===== src/rtl/i2c_reg_responder_pkg.sv =====
// Shared camera I2C definitions: responder FSM encodings, default device address, helpers.
package i2c_reg_responder_pkg;

    localparam logic [6:0]  CAM_DEV_ADDR = 7'h3C;
    localparam int unsigned STATE_W      = 4;
    localparam int unsigned BIT_CNT_W    = 3;

    localparam logic [3:0] ST_IDLE    = 4'd0;
    localparam logic [3:0] ST_DEV     = 4'd1;
    localparam logic [3:0] ST_ACK_DEV = 4'd2;
    localparam logic [3:0] ST_AHI     = 4'd3;
    localparam logic [3:0] ST_ACK_AHI = 4'd4;
    localparam logic [3:0] ST_ALO     = 4'd5;
    localparam logic [3:0] ST_ACK_ALO = 4'd6;
    localparam logic [3:0] ST_WDATA   = 4'd7;
    localparam logic [3:0] ST_ACK_W   = 4'd8;
    localparam logic [3:0] ST_RDATA   = 4'd9;
    localparam logic [3:0] ST_MACK    = 4'd10;

    // Address byte on the wire carries the 7-bit address in [7:1], R/W in [0].
    function automatic logic dev_match(input logic [7:0] addr_byte, input logic [6:0] dev_addr);
        return addr_byte[7:1] == dev_addr;
    endfunction

endpackage


===== src/rtl/i2c_reg_responder_line_filter.sv =====
// i2c_line_filter: 2-FF synchronizer followed by a run-length filter that only
// accepts a new level after FILT_LEN consecutive equal synchronized samples.
module i2c_line_filter #(
    parameter int unsigned FILT_LEN = 3
) (
    input  logic clk,
    input  logic rst,
    input  logic i_line,
    output logic o_level
);

    localparam int unsigned CNT_W = (FILT_LEN > 1) ? $clog2(FILT_LEN) : 1;

    logic [1:0]       r_sync;
    logic [CNT_W-1:0] r_cnt;
    logic             r_level;

    // r_cnt counts consecutive samples that disagree with the accepted level.
    always_ff @(posedge clk) begin
        if (rst) begin
            r_sync  <= 2'b11;
            r_cnt   <= '0;
            r_level <= 1'b1;
        end else begin
            r_sync <= {r_sync[0], i_line};
            if (r_sync[1] == r_level) begin
                r_cnt <= '0;
            end else if (r_cnt == CNT_W'(FILT_LEN - 1)) begin
                r_level <= r_sync[1];
                r_cnt   <= '0;
            end else begin
                r_cnt <= r_cnt + CNT_W'(1);
            end
        end
    end

    assign o_level = r_level;

endmodule


===== src/rtl/i2c_reg_responder.sv =====
// I2C slave bridging bus transfers to a 16-bit-addressed register port with
// auto-increment; decodes only filtered SCL/SDA levels.
module i2c_reg_responder
    import i2c_reg_responder_pkg::*;
#(
    parameter logic [6:0]  DEV_ADDR = CAM_DEV_ADDR,
    parameter int unsigned FILT_LEN = 3
) (
    input  logic        clk,
    input  logic        rst,
    input  logic        scl_i,
    input  logic        sda_i,
    output logic        sda_oe,
    output logic [15:0] reg_addr,
    output logic        reg_wr_en,
    output logic [7:0]  reg_wr_data,
    input  logic [7:0]  reg_rd_data,
    output logic        busy
);

    logic w_scl;
    logic w_sda;
    logic r_scl_d;
    logic r_sda_d;

    i2c_line_filter #(.FILT_LEN(FILT_LEN)) u_scl_filt (
        .clk     (clk),
        .rst     (rst),
        .i_line  (scl_i),
        .o_level (w_scl)
    );

    i2c_line_filter #(.FILT_LEN(FILT_LEN)) u_sda_filt (
        .clk     (clk),
        .rst     (rst),
        .i_line  (sda_i),
        .o_level (w_sda)
    );

    logic w_scl_rise;
    logic w_scl_fall;
    logic w_start;
    logic w_stop;

    assign w_scl_rise = w_scl & ~r_scl_d;
    assign w_scl_fall = ~w_scl & r_scl_d;
    assign w_start    = w_scl & r_scl_d & r_sda_d & ~w_sda;
    assign w_stop     = w_scl & r_scl_d & ~r_sda_d & w_sda;

    logic [STATE_W-1:0]   r_state;
    logic [BIT_CNT_W-1:0] r_cnt;
    logic [7:0]           r_shift;
    logic [7:0]           r_addr_hi;
    logic                 r_rw;
    logic                 r_sda_oe;
    logic [15:0]          r_addr;
    logic                 r_wr_en;
    logic [7:0]           r_wr_data;
    logic                 r_busy;

    logic [STATE_W-1:0]   w_state_nxt;
    logic [BIT_CNT_W-1:0] w_cnt_nxt;
    logic [7:0]           w_shift_nxt;
    logic [7:0]           w_addr_hi_nxt;
    logic                 w_rw_nxt;
    logic                 w_oe_nxt;
    logic [15:0]          w_addr_nxt;
    logic                 w_wr_en_nxt;
    logic [7:0]           w_wr_data_nxt;
    logic                 w_busy_nxt;
    logic [7:0]           w_byte;

    always_ff @(posedge clk) begin
        if (rst) begin
            r_scl_d   <= 1'b1;
            r_sda_d   <= 1'b1;
            r_state   <= ST_IDLE;
            r_cnt     <= '0;
            r_shift   <= '0;
            r_addr_hi <= '0;
            r_rw      <= 1'b0;
            r_sda_oe  <= 1'b0;
            r_addr    <= '0;
            r_wr_en   <= 1'b0;
            r_wr_data <= '0;
            r_busy    <= 1'b0;
        end else begin
            r_scl_d   <= w_scl;
            r_sda_d   <= w_sda;
            r_state   <= w_state_nxt;
            r_cnt     <= w_cnt_nxt;
            r_shift   <= w_shift_nxt;
            r_addr_hi <= w_addr_hi_nxt;
            r_rw      <= w_rw_nxt;
            r_sda_oe  <= w_oe_nxt;
            r_addr    <= w_addr_nxt;
            r_wr_en   <= w_wr_en_nxt;
            r_wr_data <= w_wr_data_nxt;
            r_busy    <= w_busy_nxt;
        end
    end

    // Next-state and registered-output logic; START/STOP override every state.
    always_comb begin
        w_state_nxt   = r_state;
        w_cnt_nxt     = r_cnt;
        w_shift_nxt   = r_shift;
        w_addr_hi_nxt = r_addr_hi;
        w_rw_nxt      = r_rw;
        w_oe_nxt      = r_sda_oe;
        w_addr_nxt    = r_addr;
        w_wr_en_nxt   = 1'b0;
        w_wr_data_nxt = r_wr_data;
        w_busy_nxt    = r_busy;
        w_byte        = {r_shift[6:0], w_sda};

        if (r_wr_en) begin
            w_addr_nxt = r_addr + 16'd1;
        end

        if (w_start) begin
            w_state_nxt = ST_DEV;
            w_cnt_nxt   = '0;
            w_oe_nxt    = 1'b0;
            w_busy_nxt  = 1'b1;
        end else if (w_stop) begin
            w_state_nxt = ST_IDLE;
            w_cnt_nxt   = '0;
            w_oe_nxt    = 1'b0;
            w_busy_nxt  = 1'b0;
        end else begin
            case (r_state)
                ST_DEV, ST_AHI, ST_ALO, ST_WDATA: begin
                    if (w_scl_rise) begin
                        w_shift_nxt = w_byte;
                        w_cnt_nxt   = r_cnt + BIT_CNT_W'(1);
                        if (r_cnt == BIT_CNT_W'(7)) begin
                            w_cnt_nxt = '0;
                            case (r_state)
                                ST_DEV: begin
                                    if (dev_match(w_byte, DEV_ADDR)) begin
                                        w_state_nxt = ST_ACK_DEV;
                                        w_rw_nxt    = w_byte[0];
                                    end else begin
                                        w_state_nxt = ST_IDLE;
                                        w_busy_nxt  = 1'b0;
                                    end
                                end
                                ST_AHI: begin
                                    w_addr_hi_nxt = w_byte;
                                    w_state_nxt   = ST_ACK_AHI;
                                end
                                ST_ALO: begin
                                    w_addr_nxt  = {r_addr_hi, w_byte};
                                    w_state_nxt = ST_ACK_ALO;
                                end
                                default: begin
                                    w_wr_en_nxt   = 1'b1;
                                    w_wr_data_nxt = w_byte;
                                    w_state_nxt   = ST_ACK_W;
                                end
                            endcase
                        end
                    end
                end

                // r_cnt==0: waiting for the low phase to start driving ACK; 1: ACK held.
                ST_ACK_DEV, ST_ACK_AHI, ST_ACK_ALO, ST_ACK_W: begin
                    if (w_scl_fall) begin
                        if (r_cnt == '0) begin
                            w_oe_nxt  = 1'b1;
                            w_cnt_nxt = BIT_CNT_W'(1);
                            if (r_state == ST_ACK_DEV) begin
                                w_shift_nxt = reg_rd_data;
                            end
                        end else begin
                            w_cnt_nxt = '0;
                            w_oe_nxt  = 1'b0;
                            case (r_state)
                                ST_ACK_DEV: begin
                                    if (r_rw) begin
                                        w_state_nxt = ST_RDATA;
                                        w_oe_nxt    = ~r_shift[7];
                                    end else begin
                                        w_state_nxt = ST_AHI;
                                    end
                                end
                                ST_ACK_AHI: w_state_nxt = ST_ALO;
                                default:    w_state_nxt = ST_WDATA;
                            endcase
                        end
                    end
                end

                ST_RDATA: begin
                    if (w_scl_fall) begin
                        if (r_cnt == BIT_CNT_W'(7)) begin
                            w_oe_nxt    = 1'b0;
                            w_cnt_nxt   = '0;
                            w_state_nxt = ST_MACK;
                        end else begin
                            w_shift_nxt = {r_shift[6:0], 1'b0};
                            w_oe_nxt    = ~r_shift[6];
                            w_cnt_nxt   = r_cnt + BIT_CNT_W'(1);
                        end
                    end
                end

                // The address advances past every byte sent, whether ACKed or NACKed.
                ST_MACK: begin
                    if (w_scl_rise) begin
                        w_addr_nxt = r_addr + 16'd1;
                        if (w_sda) begin
                            w_state_nxt = ST_IDLE;
                        end else begin
                            w_cnt_nxt = BIT_CNT_W'(1);
                        end
                    end else if (w_scl_fall && (r_cnt == BIT_CNT_W'(1))) begin
                        w_shift_nxt = reg_rd_data;
                        w_oe_nxt    = ~reg_rd_data[7];
                        w_cnt_nxt   = '0;
                        w_state_nxt = ST_RDATA;
                    end
                end

                ST_IDLE: begin
                    w_oe_nxt = 1'b0;
                end

                default: begin
                    w_state_nxt = ST_IDLE;
                    w_oe_nxt    = 1'b0;
                end
            endcase
        end
    end

    assign sda_oe      = r_sda_oe;
    assign reg_addr    = r_addr;
    assign reg_wr_en   = r_wr_en;
    assign reg_wr_data = r_wr_data;
    assign busy        = r_busy;

endmodule


===== config.mk =====
export PLATFORM = sky130hd
export DESIGN_NAME = i2c_reg_responder
export DESIGN_NICKNAME = d
export VERILOG_FILES = /design/src/rtl/i2c_reg_responder_pkg.sv /design/src/rtl/i2c_reg_responder_line_filter.sv /design/src/rtl/i2c_reg_responder.sv
export SDC_FILE = /design/constraint.sdc
export NUM_CORES = 1
export LEC_CHECK = 0
export BUFFER_PORTS_ARGS = -buffer_cell sky130_fd_sc_hd__buf_2
export CORE_MARGIN = 2
export CORE_UTILIZATION = 45
export DETAILED_ROUTE_END_ITERATION = 7
export GPL_TIMING_DRIVEN = 1
export MAX_ROUTING_LAYER = met4
export PLACE_DENSITY = 0.69
export SLEW_MARGIN = 20
export SYNTH_ARGS = -nofsm -noshare
export SYNTH_HDL_FRONTEND = slang
export SYNTH_SLANG_ARGS = --single-unit

===== constraint.sdc =====
create_clock -name clk -period 2.6 [get_ports clk]
set_clock_uncertainty 0.1 [all_clocks]
set_input_delay 0.52 -clock clk [delete_from_list [all_inputs] [get_ports clk]]
set_output_delay 0.52 -clock clk [all_outputs]
set_load 0.01 [all_outputs]

==> summary.md <==
| Metric | Value |
|---|---|
| Post-Route Setup TNS | 0 ns |
| MaxCap Viol Count | 0 |
| Worst Path Arrival | approximately 2.5 ns |
| WS Path Type | reg2reg |
| Clock tree buffer depth | 2 |
| Fillers | roughly 730 |
| Fin crit share | 0.894 |
| WL per Instance | between 15 and 20 um |
| Synth Instances | between 400 and 500 |
| Endpoints failing setup | 0 |
| # IOs | 39 |
| Root buffer cell | clkbuf_8 |
| Delay-heaviest family, CP | adder cells |
| Commonest non-fill, non-tap cell in the layout | dfxtp_1 |
| Commonest register cell after synthesis | dfxtp_1 |
| Initial Utilization | 0.456 |
| Inst Count DP | 530 |
| Clock latency on the worst-skew pair | 0.35 ns |
| Antenna viol nets, final | 0 |
| Drt first-iter violations | between 200 and 250 |
| CTS resizes | 0 |
| # rows | 32 |
| Cts hold-fix bufs | 0 |
| # diodes | 0 |
| CP max stage delay | around 0.48 ns |
| DP Wirelength | roughly 6300 um |
| Clk sinks | 63 |
| DRT Wirelength | between 9000 and 10000 um |
| EDFF count, synth | 0 |
| P per Cell Area | roughly 480 nW/um^2 |
| Total congestion overflow | 0 |
| Critical Path Sink Type | flip-flop |
| RSZ-0062 raised after global routing | no |
| Vias/cell | slightly below 6 |
| Syn avg cell area | roughly 8.6 um^2 |
| Global-route wire length before repair | around 15000 um |
| Most frequent cells in the layout | dfxtp_1 (63), nor2_1 (50), buf_2 (38) |
| Leakage power | between 1.5 and 2 nW |
| Largest net degree at the start of global routing | 24 |
| Antenna violations before repair | 0 |
| Part of the Yosys area used for sequential elements | 0.364 |
| Yosys reg bits | between 60 and 70 |
| Rel. slew slack | 0.594 |
| Routed vias | about 3200 |
| GPL Wtd Cong | 0.978 |
| Syn. warnings | 0 |
| Syn_nets | between 400 and 500 |
| Fin. Hold Viols | 0 |
| Crit-path cells | ha_1 -> ha_1 -> and3_1 -> o21ai_1 -> a222oi_1 -> nor2_1 |
| Die ar. | approximately 8400 um^2 |
| Mapped Area | between 3000 and 4000 um^2 |
| Min Tclk post-route | approximately 2.3 ns |
| Outcome | complete, no violations |
| Slew Limit Fails | 0 |
| Worst EP required | around 2.7 ns |
| Worst slew pin tran | between 0.6 and 0.7 ns |
| Vias in the first global route | between 3000 and 4000 |
| Core area | about 7600 um^2 |
| Chip Width | just over 90 um |
| CTS HTree Levels | 3 |
| Number of remaining DRC errors | 0 |
| Buffers plus inverters on the worst setup path | 0 |
| Overall Global Routing Usage | 0.234 |
| Most frequent CP cell | ha_1 |
| Peak VDD IR | between 0.3 and 0.4 mV |
| Crit-path max FO | 12 |
| Area Growth Syn to Fin | 13.3% |
| Nets | 458 |
| Final Core Density | 0.516 |
| Reg clk slew, reported paths | around 0.07 ns |
| Post-CTS Setup Bufs | 0 |
| Final std cells w/o fill | between 500 and 600 |
| Total CTS buffers | 9 |
| Die Y-Extent | 91.8 um |
| Min-delay worst type | in2reg |
| Crit path launch type | flip-flop |
| Fmax | around 0.43 GHz |
| Slowest CP cell | and3_1 |
| Pre-antenna DRT Iters | 4 |
| Synth cell types | slightly below 70 |
| Post-synth ARST share | 0 |
| CTS tree | done |
| Share of cells above drive strength 1 | 0.187 |
| IO buf count | 38 |
==> sequential cells by signal, summed over array words and instances, names as in the netlist, 3 cells and up <==
name and cells:
r_addr_hi 8, reg_wr_data 8, r_shift 8, reg_addr 16, r_cnt 3, r_state 4
==> metrics by stage <==
stage	hold WS (ns)	worst slack, ns	power [W]	cell area (um^2)
after floorplan	0.289	0.672	0.00102	3470
after global placement	0.291	0.434	0.00103	3730
after detailed placement	0.298	0.363	0.00104	3730
after CTS	0.242	0.318	0.00189	3930
after global routing	0.252	0.120	0.00195	3930
final	0.255	0.276	0.00188	3930
==> final timing paths <==
| path | start | to | slack (ns) | cells after the start |
|---|---|---|---|---|
| setup / recovery | r_cnt[0]$_SDFFE_PP0P_ | reg_addr[1]$_SDFF_PP0_ | 0.28 | 6 |
| setup reg to reg | r_cnt[0]$_SDFFE_PP0P_ | reg_addr[1]$_SDFF_PP0_ | 0.28 | 6 |
| hold / removal | sda_i | u_sda_filt.r_sync[0]$_SDFF_PP1_ | 0.25 | 2 |
| hold reg to reg | u_scl_filt.r_sync[0]$_SDFF_PP1_ | u_scl_filt.r_sync[1]$_SDFF_PP1_ | 0.31 | 1 |
==> final cells by class <==
class                           instances  area (um^2)  area share
Clock buffer                           10          128      0.0325
Multi-Input combinational cell        301         2000       0.509
Inverter                               12         45.0      0.0115
Sequential cell                        63         1260       0.321
Timing Repair Buffer                   52          295      0.0752
Clock inverter                          6         70.1      0.0178
Tap cell                              102          128      0.0325
==> report_power, final <==
group          switching [W]  internal [W]   total, W
Clock               0.000419      0.000448   0.000867
Combinational      0.0000273     0.0000154  0.0000428
Sequential        0.00000189      0.000968   0.000970
==> synthesized netlist by cell type, drive strengths merged (3+ instances only) <==
library cell  number  area, um^2
xnor2              7        61.3
or2                5        31.3
nor4               3        18.8
dfxtp             63        1260
or3               10        62.6
a31oi              7        43.8
nand4              6        43.8
nor3b              4        30.0
nand3             12        60.1
o22ai              6        37.5
a211oi             7        52.6
a21oi             17        85.1
mux2i             25         250
nand2b             7        51.3
nand2             25        93.8
xor2               3        26.3
clkbuf             9        33.8
inv               11        41.3
a22oi              6        45.0
o41ai              7        68.8
o2111ai            4        35.0
o21ai             15        78.8
o211ai            11        82.6
buf               18         130
nand3b             5        37.5
ha                 7        87.6
nor2b              7        43.8
nor3               6        30.0
nor2              50         188
==> kinds of logic (layout without fill, tap and decap cells) <==
| group | after synthesis | in the layout | synth area share |
|---|---|---|---|
| mux | 25 | 25 | 0.0722 |
| xor+xnor | 10 | 10 | 0.0253 |
| fa+ha+maj | 7 | 7 | 0.0253 |
| simple gates | 156 | 156 | 0.242 |
| buf+inv | 39 | 80 | 0.0603 |
| compound gates | 103 | 103 | 0.212 |
| flops | 63 | 63 | 0.364 |
==> layer usage <==
metal,track usage,vias to the layer above,wire [um]
met3,0.0624,19,651
met4,0.109,0,188
met5,-,-,0
met1,0.300,1498,4140
met2,0.345,113,4120
li1,-,1557,-
Note: power is estimated with default switching activity, not from simulation.
